**src/rtl/uart_rx_framer_if.sv**
```systemverilog
// uart_rx_framer_if
//   Bundles the serial line, frame-format select and received-frame outputs
//   of the UART receive framer.
//   master : drives Din/Select, observes the received-frame outputs.
//   slave  : the framer itself.
//   Signals:
//     Din       serial line, idle high, asynchronous to the clock
//     Select    frame format: [1:0] parity (01 even, 10 odd, else none),
//               [2] two stop bits
//     Dout      last received byte, held until the next frame completes
//     Valid     one-cycle strobe when Dout/ParErr/FrameErr update
//     ParErr    parity mismatch in the last frame
//     FrameErr  stop bit sampled low in the last frame
//     Reading   high from start detection until return to idle
//     dbg_state current receiver state encoding (observation only)
//   Handshake: Valid is a pure strobe with no ready/back-pressure. The
//   receiver cannot be stalled, so a consumer must capture Dout, ParErr and
//   FrameErr in the cycle Valid is high; they stay stable afterwards until
//   the next Valid.
interface uart_rx_framer_if;
  logic       Din;
  logic [2:0] Select;
  logic [7:0] Dout;
  logic       Valid;
  logic       ParErr;
  logic       FrameErr;
  logic       Reading;
  logic [2:0] dbg_state;

  modport master (
    output Din, Select,
    input  Dout, Valid, ParErr, FrameErr, Reading, dbg_state
  );

  modport slave (
    input  Din, Select,
    output Dout, Valid, ParErr, FrameErr, Reading, dbg_state
  );
endinterface

```
**src/rtl/uart_rx_framer.sv**
```systemverilog
// uart_rx_framer
//   UART receive framer with 16x oversampling, optional even/odd parity and
//   one or two stop bits. Each frame is reported with a one-cycle Valid.
//   Parameters:
//     DIV  clock cycles per oversample tick (bit period = 16*DIV), DIV >= 2
//   Ports:
//     Clk  system clock
//     Rst  asynchronous active-high reset
//     bus  uart_rx_framer_if.slave (line input, format, frame outputs)
module uart_rx_framer #(
  parameter int DIV = 27
) (
  input  logic            Clk,
  input  logic            Rst,
  uart_rx_framer_if.slave bus
);

  localparam int DW = (DIV > 1) ? $clog2(DIV) : 1;

  typedef enum logic [2:0] {
    IDLE   = 3'd0,
    START  = 3'd1,
    DATA   = 3'd2,
    PARITY = 3'd3,
    STOP1  = 3'd4,
    STOP2  = 3'd5,
    DONE   = 3'd6,
    BREAK  = 3'd7
  } state_t;

  state_t        state, state_next;
  logic          sync1, sync2;
  logic          s;
  logic [DW-1:0] div_cnt;
  logic [3:0]    tick_cnt;
  logic [2:0]    bit_cnt;
  logic [7:0]    shreg;
  logic [2:0]    cfg;
  logic          par_acc;
  logic [7:0]    dout_r;
  logic          par_err_r;
  logic          frame_err_r;
  logic          tick;
  logic          mid;
  logic          par_en;
  logic          par_calc;
  logic          final_stop;

  assign s        = sync2;
  assign tick     = (div_cnt == DW'(DIV - 1));
  assign mid      = tick && (tick_cnt == 4'd7);
  assign par_en   = cfg[0] ^ cfg[1];
  // Even parity errs on odd total ones; odd parity inverts that result.
  assign par_calc = (^shreg) ^ s ^ cfg[1];
  // The stop-bit sample that ends the frame (moves the FSM into DONE).
  assign final_stop = (state == STOP1 || state == STOP2) && (state_next == DONE);

  // Two-flop synchronizer; resets to the idle line level.
  always_ff @(posedge Clk or posedge Rst) begin
    if (Rst) begin
      sync1 <= 1'b1;
      sync2 <= 1'b1;
    end else begin
      sync1 <= bus.Din;
      sync2 <= sync1;
    end
  end

  always_ff @(posedge Clk or posedge Rst) begin
    if (Rst) state <= IDLE;
    else     state <= state_next;
  end

  always_comb begin
    state_next = state;
    case (state)
      IDLE:   if (!s) state_next = START;
      START:  if (mid) state_next = s ? IDLE : DATA;
      DATA:   if (mid && bit_cnt == 3'd7) state_next = par_en ? PARITY : STOP1;
      PARITY: if (mid) state_next = STOP1;
      STOP1: begin
        // A low first stop bit reports immediately, skipping STOP2.
        if (mid) state_next = (s && cfg[2]) ? STOP2 : DONE;
      end
      STOP2:  if (mid) state_next = DONE;
      DONE:   state_next = (frame_err_r && !s) ? BREAK : IDLE;
      BREAK:  if (s) state_next = IDLE;
      default: state_next = IDLE;
    endcase
  end

  // Datapath. Counters sit at zero while idle so that the first cycle after
  // start detection always begins a fresh tick and bit-timing is fixed.
  always_ff @(posedge Clk or posedge Rst) begin
    if (Rst) begin
      div_cnt     <= '0;
      tick_cnt    <= '0;
      bit_cnt     <= '0;
      shreg       <= '0;
      cfg         <= '0;
      par_acc     <= 1'b0;
      dout_r      <= '0;
      par_err_r   <= 1'b0;
      frame_err_r <= 1'b0;
    end else begin
      if (state == IDLE) begin
        div_cnt  <= '0;
        tick_cnt <= '0;
        bit_cnt  <= '0;
        par_acc  <= 1'b0;
        if (!s) cfg <= bus.Select;
      end else begin
        div_cnt <= tick ? '0 : div_cnt + DW'(1);
        if (tick) tick_cnt <= tick_cnt + 4'd1;
      end

      if (state == DATA && mid) begin
        shreg   <= {s, shreg[7:1]};
        bit_cnt <= bit_cnt + 3'd1;
      end

      if (state == PARITY && mid) par_acc <= par_calc;

      // Outputs load on the last stop sample so they are already stable in
      // the DONE cycle where Valid is high. Only the final stop sample can
      // be low here: a low STOP1 never proceeds to STOP2.
      if (final_stop) begin
        dout_r      <= shreg;
        par_err_r   <= par_acc;
        frame_err_r <= ~s;
      end
    end
  end

  assign bus.Dout      = dout_r;
  assign bus.ParErr    = par_err_r;
  assign bus.FrameErr  = frame_err_r;
  assign bus.Valid     = (state == DONE);
  assign bus.Reading   = (state != IDLE);
  assign bus.dbg_state = state;

endmodule

```
**src/flat_wrapper.sv**
```systemverilog
// flat-port wrapper written by rule: the top's interface ports become plain ports
module uart_rx_framer_flat 
#(
  parameter int DIV = 27
)
  (Clk, Rst, bus_Din, bus_Select, bus_Dout, bus_Valid, bus_ParErr, bus_FrameErr, bus_Reading, bus_dbg_state);
  uart_rx_framer_if bus_i ();
  input  logic Clk;
  input  logic Rst;
  input wire logic [$bits(bus_i.Din)-1:0] bus_Din;
  input wire logic [$bits(bus_i.Select)-1:0] bus_Select;
  output wire logic [$bits(bus_i.Dout)-1:0] bus_Dout;
  output wire logic [$bits(bus_i.Valid)-1:0] bus_Valid;
  output wire logic [$bits(bus_i.ParErr)-1:0] bus_ParErr;
  output wire logic [$bits(bus_i.FrameErr)-1:0] bus_FrameErr;
  output wire logic [$bits(bus_i.Reading)-1:0] bus_Reading;
  output wire logic [$bits(bus_i.dbg_state)-1:0] bus_dbg_state;
  assign bus_i.Din = bus_Din;
  assign bus_i.Select = bus_Select;
  assign bus_Dout = bus_i.Dout;
  assign bus_Valid = bus_i.Valid;
  assign bus_ParErr = bus_i.ParErr;
  assign bus_FrameErr = bus_i.FrameErr;
  assign bus_Reading = bus_i.Reading;
  assign bus_dbg_state = bus_i.dbg_state;
  uart_rx_framer #(.DIV(DIV)) u_core (.Clk(Clk), .Rst(Rst), .bus(bus_i));
endmodule
```
**config.mk**
```make
export PLATFORM = sky130hd
export DESIGN_NAME = uart_rx_framer_flat
export DESIGN_NICKNAME = d
export VERILOG_FILES = /design/src/rtl/uart_rx_framer_if.sv /design/src/rtl/uart_rx_framer.sv /design/src/flat_wrapper.sv
export SDC_FILE = /design/constraint.sdc
export NUM_CORES = 1
export LEC_CHECK = 0
export ABC_AREA = 1
export CAP_MARGIN = 20
export CORE_AREA = 4 4 74 55
export DETAILED_ROUTE_END_ITERATION = 7
export DIE_AREA = 0 0 78 59
export PLACE_DENSITY = 0.89
export SLEW_MARGIN = 20
export SYNTH_ARGS = -nofsm -noshare
export SYNTH_HDL_FRONTEND = slang
export SYNTH_SLANG_ARGS = --single-unit
```
**constraint.sdc**
```tcl
create_clock -name Clk -period 3.6 [get_ports Clk]
set_input_delay 0.72 -clock Clk [delete_from_list [all_inputs] [get_ports Clk]]
set_output_delay 0.72 -clock Clk [all_outputs]
set_load 0.1 [all_outputs]
```
; ---- Word-level counts from Yosys, hierarchy flattened
; Index checks and enable logic that the tools add are counted.
[word_totals]
reg_bits = 39
in_bits = 6
wordCells = 66
[classes]
addsub = 3
n_eq_ne = 11
mux = 20
bitwise = 4
reduce_logical = 16
[ops]
columns = op, n
row1 = 3-bit 2-to-1 mux, 11
row2 = 3-bit one-hot mux with 8 select lines, 1
row3 = 3-bit equality test (second input constant), 6
row4 = 5-bit 2-to-1 mux, 2
row5 = 4-bit 2-to-1 mux, 2
row6 = 8-bit XOR reduction, 1
row7 = 1-bit logical AND, 7
row8 = 3-bit by 2-bit equality test with 1-bit output (second input constant), 2
row9 = 2-bit nonzero test, 3
row10 = 5-bit by 1-bit adder with 5-bit output (second input constant), 1
row11 = 5-bit equality test (second input constant), 1
row12 = 4-bit by 1-bit adder with 4-bit output (second input constant), 1
row13 = 4-bit by 3-bit equality test with 1-bit output (second input constant), 1
row14 = 2-bit 2-to-1 mux, 2
row15 = 3-bit by 1-bit adder with 3-bit output (second input constant), 1
row16 = 3-bit by 1-bit equality test with 1-bit output (second input constant), 1
row17 = 3-bit zero test, 1
row18 = 3-bit nonzero test, 1
row19 = 1-bit bitwise XOR, 3
row20 = 1-bit 2-to-1 mux, 2
row21 = 2-bit AND reduction, 1
row22 = 1-bit zero test, 1
row23 = 1-bit logical OR, 1
row24 = 1-bit NOT, 1

; ---- Depth between registers and ports, before layout
[logic_depth]
word_depth = 7
mapped_depth = 11
depth_no_buf = 11

; ---- Worst setup path before layout
; OpenSTA, ideal clock, no wires.
[synth_path]
kind = register -> output
startpoint = register u_core.state[1] (netlist: u_core.bus.dbg_state[1])
endpoint = output port bus_Valid
arrival_time_ns = 3.303
slack_ns = -0.423
stages_incl_launch_ff = 3
path_cell_list = dfrtp_1 > inv_1 > nor3_1
[synth_via]
elab_chain_len = 1
[synth_rtl]
columns = element, line
row1 = from (decl), uart_rx_framer.sv:31  ; state_t state, state_next;
row2 = from (signal assigned), uart_rx_framer.sv:71  ; else state <= state_next;
row3 = 3-bit equality test, uart_rx_framer.sv:138  ; assign bus.Valid = (state == DONE);
row4 = to (decl), flat_wrapper.sv:13  ; output wire logic [$bits(bus_i.Valid)-1:0] bus_Valid;
; No other way between the ends.

; ---- Final worst setup path
[layout_path]
startpoint = register u_core.state[1] (netlist: u_core.bus.dbg_state[1])
endpoint = output port bus_dbg_state[1]
[layout_rtl]
columns = element, line
row1 = to (decl), flat_wrapper.sv:17  ; output wire logic [$bits(bus_i.dbg_state)-1:0] bus_dbg_state;
; No word-level cell between the ends.

==> flow_summary.yaml <==
outcome:
  status: "completed"
route:
  ant_nets: 0
  routed_wl_um: 3883
  vias: 1553
  drc: 0
  drt_iter0_markers: 105
  drtPass1Iterations: 5
  avgViaCountPerCell: 5.211
  wl_per_cell_um: 13.03
logic_synthesis:
  ys.flop_type: "dfrtp_1"
  synthSimpleGateAreaFrac_pct: 29.45
  synthMuxAreaShare_pct: 2.894
  synth_seq_cells: 39
  yosys.cell_types.count: 28
  syn_area_sq_um: 1946
  synthArstFlopShare_pct: 100.0
  netlist_instances: 222
  synth.area.top_cells: "dfrtp_1, nand2_1, nand3_1"
  synth-edff-count: 0
  synth_compound_area_share_pct: 3.601
  syn_nets: 233
  synth_most_common_cell: "nand2_1"
  yosys_warnings: 0
  synth_top_area_share_pct: 47.59
  synth_top_family_by_area: "simple AND/OR/NAND/NOR gates"
  synth-adder-area-share_pct: 3.215
  ys_seq_area_share_pct: 50.29
  synth_area_leader_cell: "dfrtp_1"
  synth_xor_area_share_pct: 4.051
  synth_area_per_cell_sq_um: 8.764
  ys_top_cells_by_count: "nand2_1, dfrtp_1, nand3_1"
cts:
  cts_buffers: 5
  h-tree-depth: 2
  cts_setup_buffers: 0
  clkTransAtPathRegs_ns: 0.07
  cts_hold_buf: 0
  cts_tree: "done"
  root_buffer: "clkbuf_8"
  cts.sinks: 39
  clk-insertion-delay-late_ns: 0.29
  clockBufferDepth: 2
  cts_resized: 0
floorplanning:
  initial_utilization_pct: 57.21
  die_y_um: 59
  io_pins: 21
  fp.dieW_um: 78
  core_sq_um: 3401
  rows: 18
  die_area_sq_um: 4602
worst_setup_path:
  worstPathBufferInverterCount: 1
  critPathMaxStageDelay_ns: 1.16
  cp.required_ns: 2.88
  cp-start-kind: "flip-flop"
  cpLargestDelayFamily: "buffers and inverters"
  cp-end-kind: "output pin"
  crit_fanout: 5
  path_cells: "clkdlybuf4s50_1"
  slowest_stage: "clkdlybuf4s50_1"
  cp.arrival_ns: 1.85
  path_class: "reg -> out"
placed_design:
  gp_congestion: 0.8394
  io_buffers: 20
  dp_hpwl_um: 2866
timing:
  setup_tns_ns: 0
  rsz0062_at_grt: "no"
  drv_slew: 0
  setup_viol: 0
  maxSlewHeadroom_pct: 35.37
  holdWs_ns: 0.3571
  worst_slew_pin_slew_ns: 0.9664
  fmax_mhz: 388.8
  hold_viol: 0
  fin_worst_skew_ns: 0.008911
  min_period_ns: 2.572
  finalCritPeriodShare_pct: 71.44
finish:
  syn_to_final_growth_pct: 17.94
  final_nets: 258
  antenna-diode-count: 0
  final_layout_size_suffix_gt1_share_pct: 12.90
global_routing:
  gr-total-overflow: 0
  grt_max_degree: 40
  grt_pass1_vias: 1525
  antenna_found_initial: 0
  grtUsageTotal_pct: 18.97
  grt_pass1_wl_um: 6782
hold_path:
  hp-class: "reg -> reg"
pwr:
  leakagePower_uw: 0.001164
  power.density_nw_per_um2: 365.5
  vdd_ir_drop_max_mv: 0.2556
  p_total_uw: 838.8
run:
  maxCapViolCount: 0
## layer usage
metal | vias up | GRT usage, % | part of all wire (%)
met4 | 0 | 6.983 | 1.8
li1 | 761 | - | -
met3 | 11 | 4.559 | 5.2
met2 | 43 | 32.44 | 47
met1 | 738 | 23.86 | 46
met5 | - | 0 | 0
## final timing paths
| kind | startpoint | cells past startpoint | end | slack (ns) |
|---|---|---|---|---|
| worst max-delay path | u_core.bus.dbg_state[1] | 1 | bus_dbg_state[1] | 1.03 |
| worst min-delay path | u_core.sync1 | 0 | u_core.s | 0.36 |
| worst max register to register | u_core.div_cnt[0] | 10 | u_core.bus.Dout[1] | 1.64 |
| worst min register to register | u_core.sync1 | 0 | u_core.s | 0.36 |
| max in group asynchronous | Rst | 3 | u_core.s | 2.40 |
| min in group asynchronous | Rst | 3 | u_core.bus.Dout[2] | 0.84 |
## report_power, final
| part | total [uW] | switching (uW) | internal (uW) |
|---|---|---|---|
| sequential | 445 | 3.52 | 442 |
| clock | 371 | 147 | 224 |
| combinational | 22.6 | 12.9 | 9.75 |
## flip-flops by register name, summed over array words and instances, names as in the netlist
name                  cells
u_core.bit_cnt            3
u_core.par_acc            1
u_core.bus.FrameErr       1
u_core.s                  1
u_core.tick_cnt           4
u_core.shreg              8
u_core.cfg                3
u_core.sync1              1
u_core.bus.Dout           8
u_core.bus.ParErr         1
u_core.div_cnt            5
u_core.bus.dbg_state      3
## cell families (layout without fill, tap and decap cells)
logic type / after synthesis / in the layout
buffers and inverters: 27 / 53
adder cells (fa/ha/maj): 5 / 5
multiplexers: 5 / 5
XOR/XNOR: 9 / 9
flip-flops: 39 / 39
AND/OR/NAND/NOR: 123 / 123
AO/OA/AOI/OAI: 14 / 14
## per-stage QoR
| stage | area (sq um) | cells | utilization [%] | worst slack [ns] |
|---|---|---|---|---|
| 6_report | 2295 | 298 | 67.48 | 1.028 |
| 3_5_place_dp | 2177 | 290 | 64.02 | 1.331 |
| 5_1_grt | 2295 | 298 | 67.48 | 0.9588 |
| 4_1_cts | 2295 | 298 | 67.48 | 1.014 |
| 2_1_floorplan | 1951 | 222 | - | 0.4301 |
| 3_3_place_gp | 2177 | 290 | 64.02 | 1.341 |
## layout make-up
class	instances	area, sq um
clock inverter	2	35.03
clock buffer	6	82.58
sequential	39	978.4
multi-input combinational	156	845.8
tap	50	62.56
timing repair buffer	21	200.2
inverter	24	90.09
fill	282	1106
## layout by cell type, fill, tap and decap left out, types with 4 or more instances in the layout
| master | n |
|---|---|
| inv_1 | 22 |
| xnor2_1 | 4 |
| mux2_2 | 5 |
| clkdlybuf4s50_1 | 17 |
| nor2_1 | 16 |
| a21oi_1 | 5 |
| o21ai_1 | 6 |
| ha_1 | 5 |
| nand4_1 | 4 |
| xor2_1 | 5 |
| buf_4 | 4 |
| dfrtp_1 | 37 |
| nand3_1 | 24 |
| nand2_1 | 64 |
| clkbuf_8 | 6 |
Power figures use the tool's default switching activity.
